### config.mk
export PLATFORM = sky130hd
export DESIGN_NAME = instruction_fetch
export DESIGN_NICKNAME = d
export VERILOG_FILES = /design/src/rtl/instruction_fetch_pkg.sv /design/src/rtl/instruction_fetch_if_id_reg.sv /design/src/rtl/instruction_fetch.sv
export SDC_FILE = /design/constraint.sdc
export NUM_CORES = 1
export LEC_CHECK = 0
export BUFFER_PORTS_ARGS = -buffer_cell sky130_fd_sc_hd__buf_4
export CAP_MARGIN = 25
export CORE_ASPECT_RATIO = 2
export CORE_MARGIN = 10
export CORE_UTILIZATION = 52
export CTS_CLUSTER_DIAMETER = 60
export DETAILED_ROUTE_END_ITERATION = 8
export PLACE_DENSITY = 0.81
export SYNTH_ARGS = -nofsm -noshare
export SYNTH_HDL_FRONTEND = slang
export SYNTH_HIERARCHICAL = 1
export SYNTH_SLANG_ARGS = --single-unit
### constraint.sdc
create_clock -name clk -period 2.32 [get_ports clk]
set_input_delay 0.232 -clock clk [delete_from_list [all_inputs] [get_ports clk]]
set_output_delay 0.232 -clock clk [all_outputs]
set_load 0.005 [all_outputs]
### src/rtl/instruction_fetch_pkg.sv
// Purpose: shared definitions for the fetch stage and the units that
//          consume its state (hazard, decode).
// Contents: fetch FSM state encoding and the default reset PC / bubble word.
package instruction_fetch_pkg;

    typedef enum logic [1:0] {
        ST_BOOT  = 2'd0,
        ST_RUN   = 2'd1,
        ST_FAULT = 2'd2
    } fetch_state_t;

    localparam logic [31:0] DEFAULT_RESET_PC = 32'h0000_0000;
    localparam logic [31:0] DEFAULT_NOP_WORD = 32'h0000_0000;

endpackage

### src/rtl/instruction_fetch_if_id_reg.sv
// Purpose: IF/ID pipeline register with load / hold / bubble control.
// Ports:
//   clk        - clock
//   reset      - asynchronous active-low reset, clears to a bubble
//   i_load     - capture i_instr / i_pc4 as a valid entry
//   i_bubble   - replace contents with a bubble (wins over i_load)
//   i_instr    - fetched instruction word
//   i_pc4      - PC+4 of the fetched word
//   o_instr    - registered instruction
//   o_pc4      - registered PC+4
//   o_valid    - 1 when o_instr is a real fetched word
module if_id_reg #(
    parameter logic [31:0] NOP_WORD = instruction_fetch_pkg::DEFAULT_NOP_WORD
) (
    input  logic        clk,
    input  logic        reset,
    input  logic        i_load,
    input  logic        i_bubble,
    input  logic [31:0] i_instr,
    input  logic [31:0] i_pc4,
    output logic [31:0] o_instr,
    output logic [31:0] o_pc4,
    output logic        o_valid
);

    logic [31:0] r_instr;
    logic [31:0] r_pc4;
    logic        r_valid;

    always_ff @(posedge clk or negedge reset) begin
        if (!reset) begin
            r_instr <= NOP_WORD;
            r_pc4   <= 32'h0;
            r_valid <= 1'b0;
        end else if (i_bubble) begin
            r_instr <= NOP_WORD;
            r_pc4   <= 32'h0;
            r_valid <= 1'b0;
        end else if (i_load) begin
            r_instr <= i_instr;
            r_pc4   <= i_pc4;
            r_valid <= 1'b1;
        end
    end

    assign o_instr = r_instr;
    assign o_pc4   = r_pc4;
    assign o_valid = r_valid;

endmodule

### src/rtl/instruction_fetch.sv
// Purpose: instruction fetch stage: PC register, fetch FSM, accepted-word
//          counter and the IF/ID pipeline register.
// Ports:
//   clk, reset            - clock, asynchronous active-low reset
//   imem_addr / imem_instr - combinational instruction memory interface
//   stall                 - hold PC and IF/ID
//   flush                 - bubble IF/ID on this edge
//   redirect_valid/target - taken branch/jump from a later stage
//   if_id_instr/pc4/valid - IF/ID register to decode
//   fault                 - sticky misaligned-redirect flag
//   fetch_count           - words accepted into IF/ID since reset
//
// state    | meaning
// ---------+-------------------------------------------------------------
// ST_BOOT  | one cycle after reset, PC = RESET_PC, IF/ID bubble
// ST_RUN   | normal fetch: redirect > stall > sequential
// ST_FAULT | misaligned redirect seen; everything frozen until reset
module instruction_fetch
    import instruction_fetch_pkg::*;
#(
    parameter logic [31:0] RESET_PC = DEFAULT_RESET_PC,
    parameter logic [31:0] NOP_WORD = DEFAULT_NOP_WORD
) (
    input  logic        clk,
    input  logic        reset,
    output logic [31:0] imem_addr,
    input  logic [31:0] imem_instr,
    input  logic        stall,
    input  logic        flush,
    input  logic        redirect_valid,
    input  logic [31:0] redirect_target,
    output logic [31:0] if_id_instr,
    output logic [31:0] if_id_pc4,
    output logic        if_id_valid,
    output logic        fault,
    output logic [31:0] fetch_count
);

    // Low bits forced to zero so the PC can never hold an unaligned value.
    localparam logic [31:0] PC_INIT = {RESET_PC[31:2], 2'b00};

    fetch_state_t r_state;
    fetch_state_t w_next_state;
    logic [31:0]  r_pc;
    logic [31:0]  w_next_pc;
    logic [31:0]  w_pc4;
    logic         r_fault;
    logic [31:0]  r_fetch_count;
    logic         w_load;
    logic         w_bubble;
    logic         w_accept;

    assign w_pc4 = r_pc + 32'd4;

    always_comb begin
        w_next_state = r_state;
        w_next_pc    = r_pc;
        w_load       = 1'b0;
        w_bubble     = 1'b0;
        case (r_state)
            ST_BOOT: begin
                w_next_state = ST_RUN;
                w_bubble     = 1'b1;
            end
            ST_RUN: begin
                if (redirect_valid) begin
                    w_bubble = 1'b1;
                    if (redirect_target[1:0] != 2'b00) begin
                        w_next_state = ST_FAULT;
                    end else begin
                        w_next_pc = redirect_target;
                    end
                end else if (!stall) begin
                    w_next_pc = w_pc4;
                    w_load    = 1'b1;
                end
            end
            ST_FAULT: begin
                w_bubble = 1'b1;
            end
            default: begin
                w_next_state = ST_BOOT;
                w_next_pc    = PC_INIT;
                w_bubble     = 1'b1;
            end
        endcase
        if (flush) begin
            w_bubble = 1'b1;
        end
    end

    // A flushed word never reaches IF/ID, so it is not counted as accepted.
    assign w_accept = w_load & ~w_bubble;

    always_ff @(posedge clk or negedge reset) begin
        if (!reset) begin
            r_state       <= ST_BOOT;
            r_pc          <= PC_INIT;
            r_fault       <= 1'b0;
            r_fetch_count <= 32'h0;
        end else begin
            r_state <= w_next_state;
            r_pc    <= w_next_pc;
            if (w_next_state == ST_FAULT) begin
                r_fault <= 1'b1;
            end
            if (w_accept) begin
                r_fetch_count <= r_fetch_count + 32'd1;
            end
        end
    end

    if_id_reg #(
        .NOP_WORD (NOP_WORD)
    ) u_if_id_reg (
        .clk      (clk),
        .reset    (reset),
        .i_load   (w_accept),
        .i_bubble (w_bubble),
        .i_instr  (imem_instr),
        .i_pc4    (w_pc4),
        .o_instr  (if_id_instr),
        .o_pc4    (if_id_pc4),
        .o_valid  (if_id_valid)
    );

    assign imem_addr   = r_pc;
    assign fault       = r_fault;
    assign fetch_count = r_fetch_count;

endmodule

==> flow_summary.ini, run 1 <==
[logic_synthesis]
synthXorXnorAreaFrac = 0.0767
synth_compound_area_frac = 0.0659
synthDistinctLibCells = 55
synth.avg_cell_area_um2 = 10.7
async_flop_share = 1.00
synth_cells = 597
synth_top_family_by_area = simple AND/OR/NAND/NOR gates
synthAdderAreaFrac = 0.00391
synth_nets = 668
yosys.area_share.simple = 0.189
ys_seq_area_frac = 0.516
ys_seq_elements = 132
yosysWarnings = 6
syn-cell-area_um2 = 6400
muxShareOfSynthArea = 0.111
synth_edf_count = 0
ys.flop_type = dfrtp_1

[drt]
first_iter_violations = 296
wire_per_inst_um = 20.1
vias = 5451
wl_met1_mm = 6.83
antenna_left = 0
route.met3.wl_mm = 1.25
top_layer = met4
viasPerCell = 5.67
wl_met2_mm = 10.7
routed_wl_mm = 19.4
drc = 0
drt_pass1_iterations = 5

[timing]
worst_pin_slew_ps = 758
slew_violations = 0
rsz0062_at_grt = false
hold_violations = 0
min_period_over_period = 0.937
max_freq_mhz = 460
layout_setup_ws_ps = 146
period_minus_slack_ps = 2170
tns_ps = 0
setup_viol = 0
finClkSkew_ps = 12.2
slew_headroom = 0.495

[global_route]
antenna_found_initial = 0
grt_pass1_wl_mm = 30.6
grt_overflow = 0
grt_max_degree = 65
grt_use_total = 0.217
grt_pass1_vias = 5805

[run]
maxCapViolations = 0

[power_and_ir_drop]
peakVddDrop_mv = 0.593
p_per_area_nw_per_um2 = 883
leakage_uw = 0.00417

[floorplan]
ios = 199
dieWidth_um = 98.4
rows = 57
fp.dieH_um = 177
core-area_um2 = 12100
initial_core_util = 0.528
dieArea_um2 = 17400

[clock_network]
cts_tree = yes
clockBufferDepth = 2
post_cts.repair.setup_buffers = 0
cts-root-buf = clkbuf_16
tritoncts.num_buffers = 17
htree_levels = 4
clk_latency_ps = 420
clock-sinks = 132
clkTransAtPathRegs_ps = 60

[setup_path]
cp_max_fo = 6
cp.arrival_ps = 2460
required_ps = 2610
cpMaxStageDelayCell = dfrtp_1
crit_top_cell = nand4_1
critical_path.max_stage_delay_ps = 440
endpoint_kind = register
start_kind = register
path_class = reg -> reg
crit_chain = ha_1 > nand4_1 > nor3_1 > nand4_1 > a21o_1 > a221o_1

[placement]
dp_hpwl_mm = 14.3
gp_congestion = 0.864
portBuffers = 198
place_worst_setup_slack_ps = 227

[cells_and_area]
drive_gt1_frac = 0.325
areaGrowthSynthToFinish_pct = 36.5
ff_latch_area_um2 = 3300
nFillCells = 870
multi_input_area_um2 = 2880
nNetsFinal = 874
n_antenna_cell = 0
final_core_util = 0.721

[min_path]
holdCritPathClass = in -> reg

[outcome]
status = finished, final reports clean
==> state kept, by name, summed over array words and instances, names as in the netlist <==
signal	count
u_if_id_reg/o_instr	32
u_if_id_reg/o_valid	1
fetch_count	32
imem_addr	32
r_state	2
fault	1
u_if_id_reg/o_pc4	32
==> logic make-up after synthesis <==
group / after synthesis
muxes: 71
DFF: 132
buffers and inverters: 41
adders and majority gates: 2
AOI/OAI and AO/OA: 61
and+or+nand+nor: 234
xor gates and xnor gates: 56
==> synthesized netlist by cell type (3+ instances only) <==
master | number | share of area
buf_4 | 4 | 0.0047
nor2b_1 | 6 | 0.0059
and3_1 | 13 | 0.013
mux2i_1 | 70 | 0.11
a32oi_1 | 3 | 0.0041
and2_1 | 4 | 0.0039
or2_2 | 4 | 0.0039
o31ai_1 | 4 | 0.0047
nor3b_1 | 3 | 0.0035
xnor2_1 | 38 | 0.052
clkbuf_1 | 17 | 0.010
a21oi_1 | 6 | 0.0047
o311ai_1 | 3 | 0.0041
nand2b_1 | 4 | 0.0039
nand4_1 | 20 | 0.020
o21ai_0 | 19 | 0.015
dfrtp_1 | 132 | 0.52
and4_1 | 8 | 0.011
nand3_1 | 20 | 0.016
a221o_1 | 4 | 0.0063
a31oi_1 | 4 | 0.0039
xor2_1 | 18 | 0.025
nand2_1 | 45 | 0.026
a21o_1 | 4 | 0.0047
nor2_1 | 83 | 0.049
nor3_1 | 5 | 0.0039
buf_8 | 5 | 0.012
inv_1 | 9 | 0.0053
buf_2 | 5 | 0.0039
o31a_1 | 3 | 0.0041
==> layout make-up <==
type	instances	area share
flip-flops and latches	132	0.378
multi-input cells	424	0.329
repair buffers	219	0.196
clock buffers	19	0.0507
well taps	147	0.0211
clock inverters	12	0.0208
inverters	9	0.00387
==> per-stage QoR <==
stage	cell area [um^2]	std cells	power, uW	hold slack, ps
4_1_cts	8740	962	7750	34.1
3_3_place_gp	8080	929	4820	258
5_1_grt	8740	962	8050	38.7
2_1_floorplan	6400	597	3880	-63.6
6_report	8740	962	7720	38.2
3_5_place_dp	8100	930	4900	276
==> cells in the final DEF (no fill, tap or decap), types with 5 or more instances in the layout <==
cell type / Yosys / routed
a21oi_1: 6 / 6
and3_1: 13 / 13
and4_1: 8 / 8
buf_12: 0 / 5
buf_4: 4 / 212
clkbuf_16: 0 / 17
clkinv_4: 0 / 5
dfrtp_1: 132 / 132
inv_1: 9 / 8
mux2i_1: 70 / 70
nand2_1: 45 / 45
nand3_1: 20 / 20
nand4_1: 20 / 20
nor2_1: 83 / 82
nor2b_1: 6 / 6
nor3_1: 5 / 5
o21ai_0: 19 / 19
xnor2_1: 38 / 38
xor2_1: 18 / 18
==> final timing paths <==
path                                          start                             endpoint  slack [ps]  cells past startpoint
max                        imem_addr[2]$_DFFE_PN0P_            imem_addr[18]$_DFFE_PN0P_         150                      6
min                             redirect_target[29]            imem_addr[29]$_DFFE_PN0P_          40                      3
max reg2reg                imem_addr[2]$_DFFE_PN0P_            imem_addr[18]$_DFFE_PN0P_         150                      6
min reg2reg                       fault$_DFFE_PN0N_                    fault$_DFFE_PN0N_         470                      1
max in group asynchronous                     reset                    fault$_DFFE_PN0N_        1210                      3
min in group asynchronous                     reset  u_if_id_reg/o_instr[30]$_DFFE_PN0P_         380                      2
==> critical path: cells and delay by family (launching register included) <==
family	cells	cell delay, ps
fa+ha+maj	1	260
simple gates	3	850
flops	1	440
compound gates	2	490
==> power breakdown <==
part | total [uW] | internal (uW) | switching, uW
logic | 1900 | 941 | 962
registers | 2980 | 2570 | 411
clock network | 2830 | 1820 | 1010
==> metal layers <==
layer  GRT usage  vias to the layer above
met2       0.393                      224
met5           0                        -
met1       0.223                     2684
li1            -                     2505
met3      0.0555                       38
met4       0.112                        0
==> timing repair <==
| action | CTS | global route |
|---|---|---|
| endpoints found under the hold margin | 62 | 0 |
| gates resized for setup | 0 | 0 |
| endpoints found under the setup margin | 0 | 0 |
| hold buffers | 1 | 0 |
Note: power is estimated with default switching activity, not from simulation.
==> run 2, diff against run 1 <==
--- a/config.mk
+++ b/config.mk
@@ -8,7 +8,6 @@
 export BUFFER_PORTS_ARGS = -buffer_cell sky130_fd_sc_hd__buf_4
 export CAP_MARGIN = 25
 export CORE_ASPECT_RATIO = 2
-export CORE_MARGIN = 10
 export CORE_UTILIZATION = 52
 export CTS_CLUSTER_DIAMETER = 60
 export DETAILED_ROUTE_END_ITERATION = 8
==> run 2 against run 1 <==
  * Via count rose by 0.35%
  * Largest cell class unchanged
  * Routed wire length fell by 12%
  * Combinational power fell by 5%
  * Cell count rose by 0.21%
  * Non-clock buffer count rose by 1
  * Clock power fell by 7.1%
  * Cell area fell by 0.54%
  * Register-to-register slack improved by 50 ps
  * Maximum frequency rose by 2.5%
  * Largest power group unchanged
  * Core utilization barely moved
  * Sequential cell count did not move
  * Count of clock-buffer cells in the layout fell by 2
==> flow_summary.ini, run 2 (synthesized netlist as in run 1, its figures left out) <==
[cells_and_area]
multi_input_area_um2 = 2880
n_antenna_cell = 0
mostFrequentLayoutCell = buf_4
layout_common_cells = buf_4, dfrtp_1, nor2_1
areaGrowthSynthToFinish_pct = 35.8
nFillCells = 874
ff_latch_area_um2 = 3300
nNetsFinal = 875
drive_gt1_frac = 0.328
final_cells = 964

[drt]
vias = 5470
routed_wl_mm = 17.1
wl_met1_mm = 6.07
first_iter_violations = 231
wire_per_inst_um = 17.7
wl_met2_mm = 9.27
antenna_left = 0
route.met3.wl_mm = 1.07
viasPerCell = 5.67
top_layer = met4
drt_pass1_iterations = 7
drc = 0

[run]
maxCapViolations = 0

[placement]
gp_congestion = 0.847
portBuffers = 198
dp_cells = 931
dp_hpwl_mm = 12.3

[timing]
min_period_over_period = 0.914
setup_viol = 0
max_freq_mhz = 472
slew_violations = 0
period_minus_slack_ps = 2120
hold_violations = 0
tns_ps = 0
slew_headroom = 0.521
worst_pin_slew_ps = 717
finClkSkew_ps = 7.81
rsz0062_at_grt = false

[power_and_ir_drop]
p_per_area_nw_per_um2 = 856
peakVddDrop_mv = 0.687
leakage_uw = 0.00414

[global_route]
grt_overflow = 0
antenna_found_initial = 0
grt_pass1_vias = 5569
grt_max_degree = 54
grt_pass1_wl_mm = 27.1
grt_use_total = 0.277

[setup_path]
start_kind = register
required_ps = 2620
cp.arrival_ps = 2420
cp_max_fo = 6
path_class = reg -> reg
reg2reg_slack_ps = 200
endpoint_kind = register

[floorplan]
ios = 199
dieArea_um2 = 12800
fp.dieH_um = 159
core-area_um2 = 12100
dieWidth_um = 80.4
rows = 57
initial_core_util = 0.531

[clock_network]
clockBufferDepth = 2
clock-sinks = 132
cts_tree = yes
cts_resized = 0
ctsHoldBuffers = 1
clk_latency_ps = 410
tritoncts.num_buffers = 17
htree_levels = 4
post_cts.repair.setup_buffers = 0
clkTransAtPathRegs_ps = 60
cts-root-buf = clkbuf_16

[min_path]
holdCritPathClass = in -> reg

[outcome]
status = finished, final reports clean
[run 2: worst paths after layout]
kind                                            from                                  to  cells after the start
worst min-delay path             redirect_target[21]           imem_addr[21]$_DFFE_PN0P_                      3
worst max-delay path            r_state[1]$_DFF_PN0_         fetch_count[27]$_DFFE_PN0P_                      5
worst max register to register  r_state[1]$_DFF_PN0_         fetch_count[27]$_DFFE_PN0P_                      5
worst min register to register     fault$_DFFE_PN0N_                   fault$_DFFE_PN0N_                      1
min in group asynchronous                      reset           imem_addr[23]$_DFFE_PN0P_                      2
max in group asynchronous                      reset  u_if_id_reg/o_instr[9]$_DFFE_PN0P_                      3
[run 2: cell type report]
cell class,count,share of cell area
timing repair buffer,220,0.197
clock buffer,17,0.0490
inverter,9,0.00389
sequential,132,0.380
tap,147,0.0212
multi-input combinational,424,0.331
clock inverter,15,0.0180
[run 2: worst max-delay path, stage by stage (launching register included)]
cell     delay [ps]
dfrtp_1         390
or4b_1          700
nor4_4          420
and2b_4         250
nand4_2         110
xnor2_1         140
[run 2: metrics by stage]
step	util	total power [uW]	instance area, um^2	hold WS, ps	worst slack, ps
after global placement	0.670	4740	8080	149	268
final	0.721	7430	8690	30.4	200
after detailed placement	0.672	4820	8100	150	227
after CTS	0.721	7470	8690	20.0	199
after global routing	0.721	7760	8690	32.2	60.6
after floorplan	-	3880	6400	-63.6	284
[run 2: routing by layer]
layer,track usage,up-vias
li1,-,2514
met1,0.291,2676
met2,0.494,231
met3,0.0690,49
met4,0.138,0
met5,0,-
[run 2: where the power goes]
group          switching, uW  total, uW  internal [uW]  leakage, uW
combinational            898       1810            916      0.00205
clock                   1050       2630           1590     0.000272
sequential               418       2990           2570      0.00181
total                   2360       7430           5070      0.00414
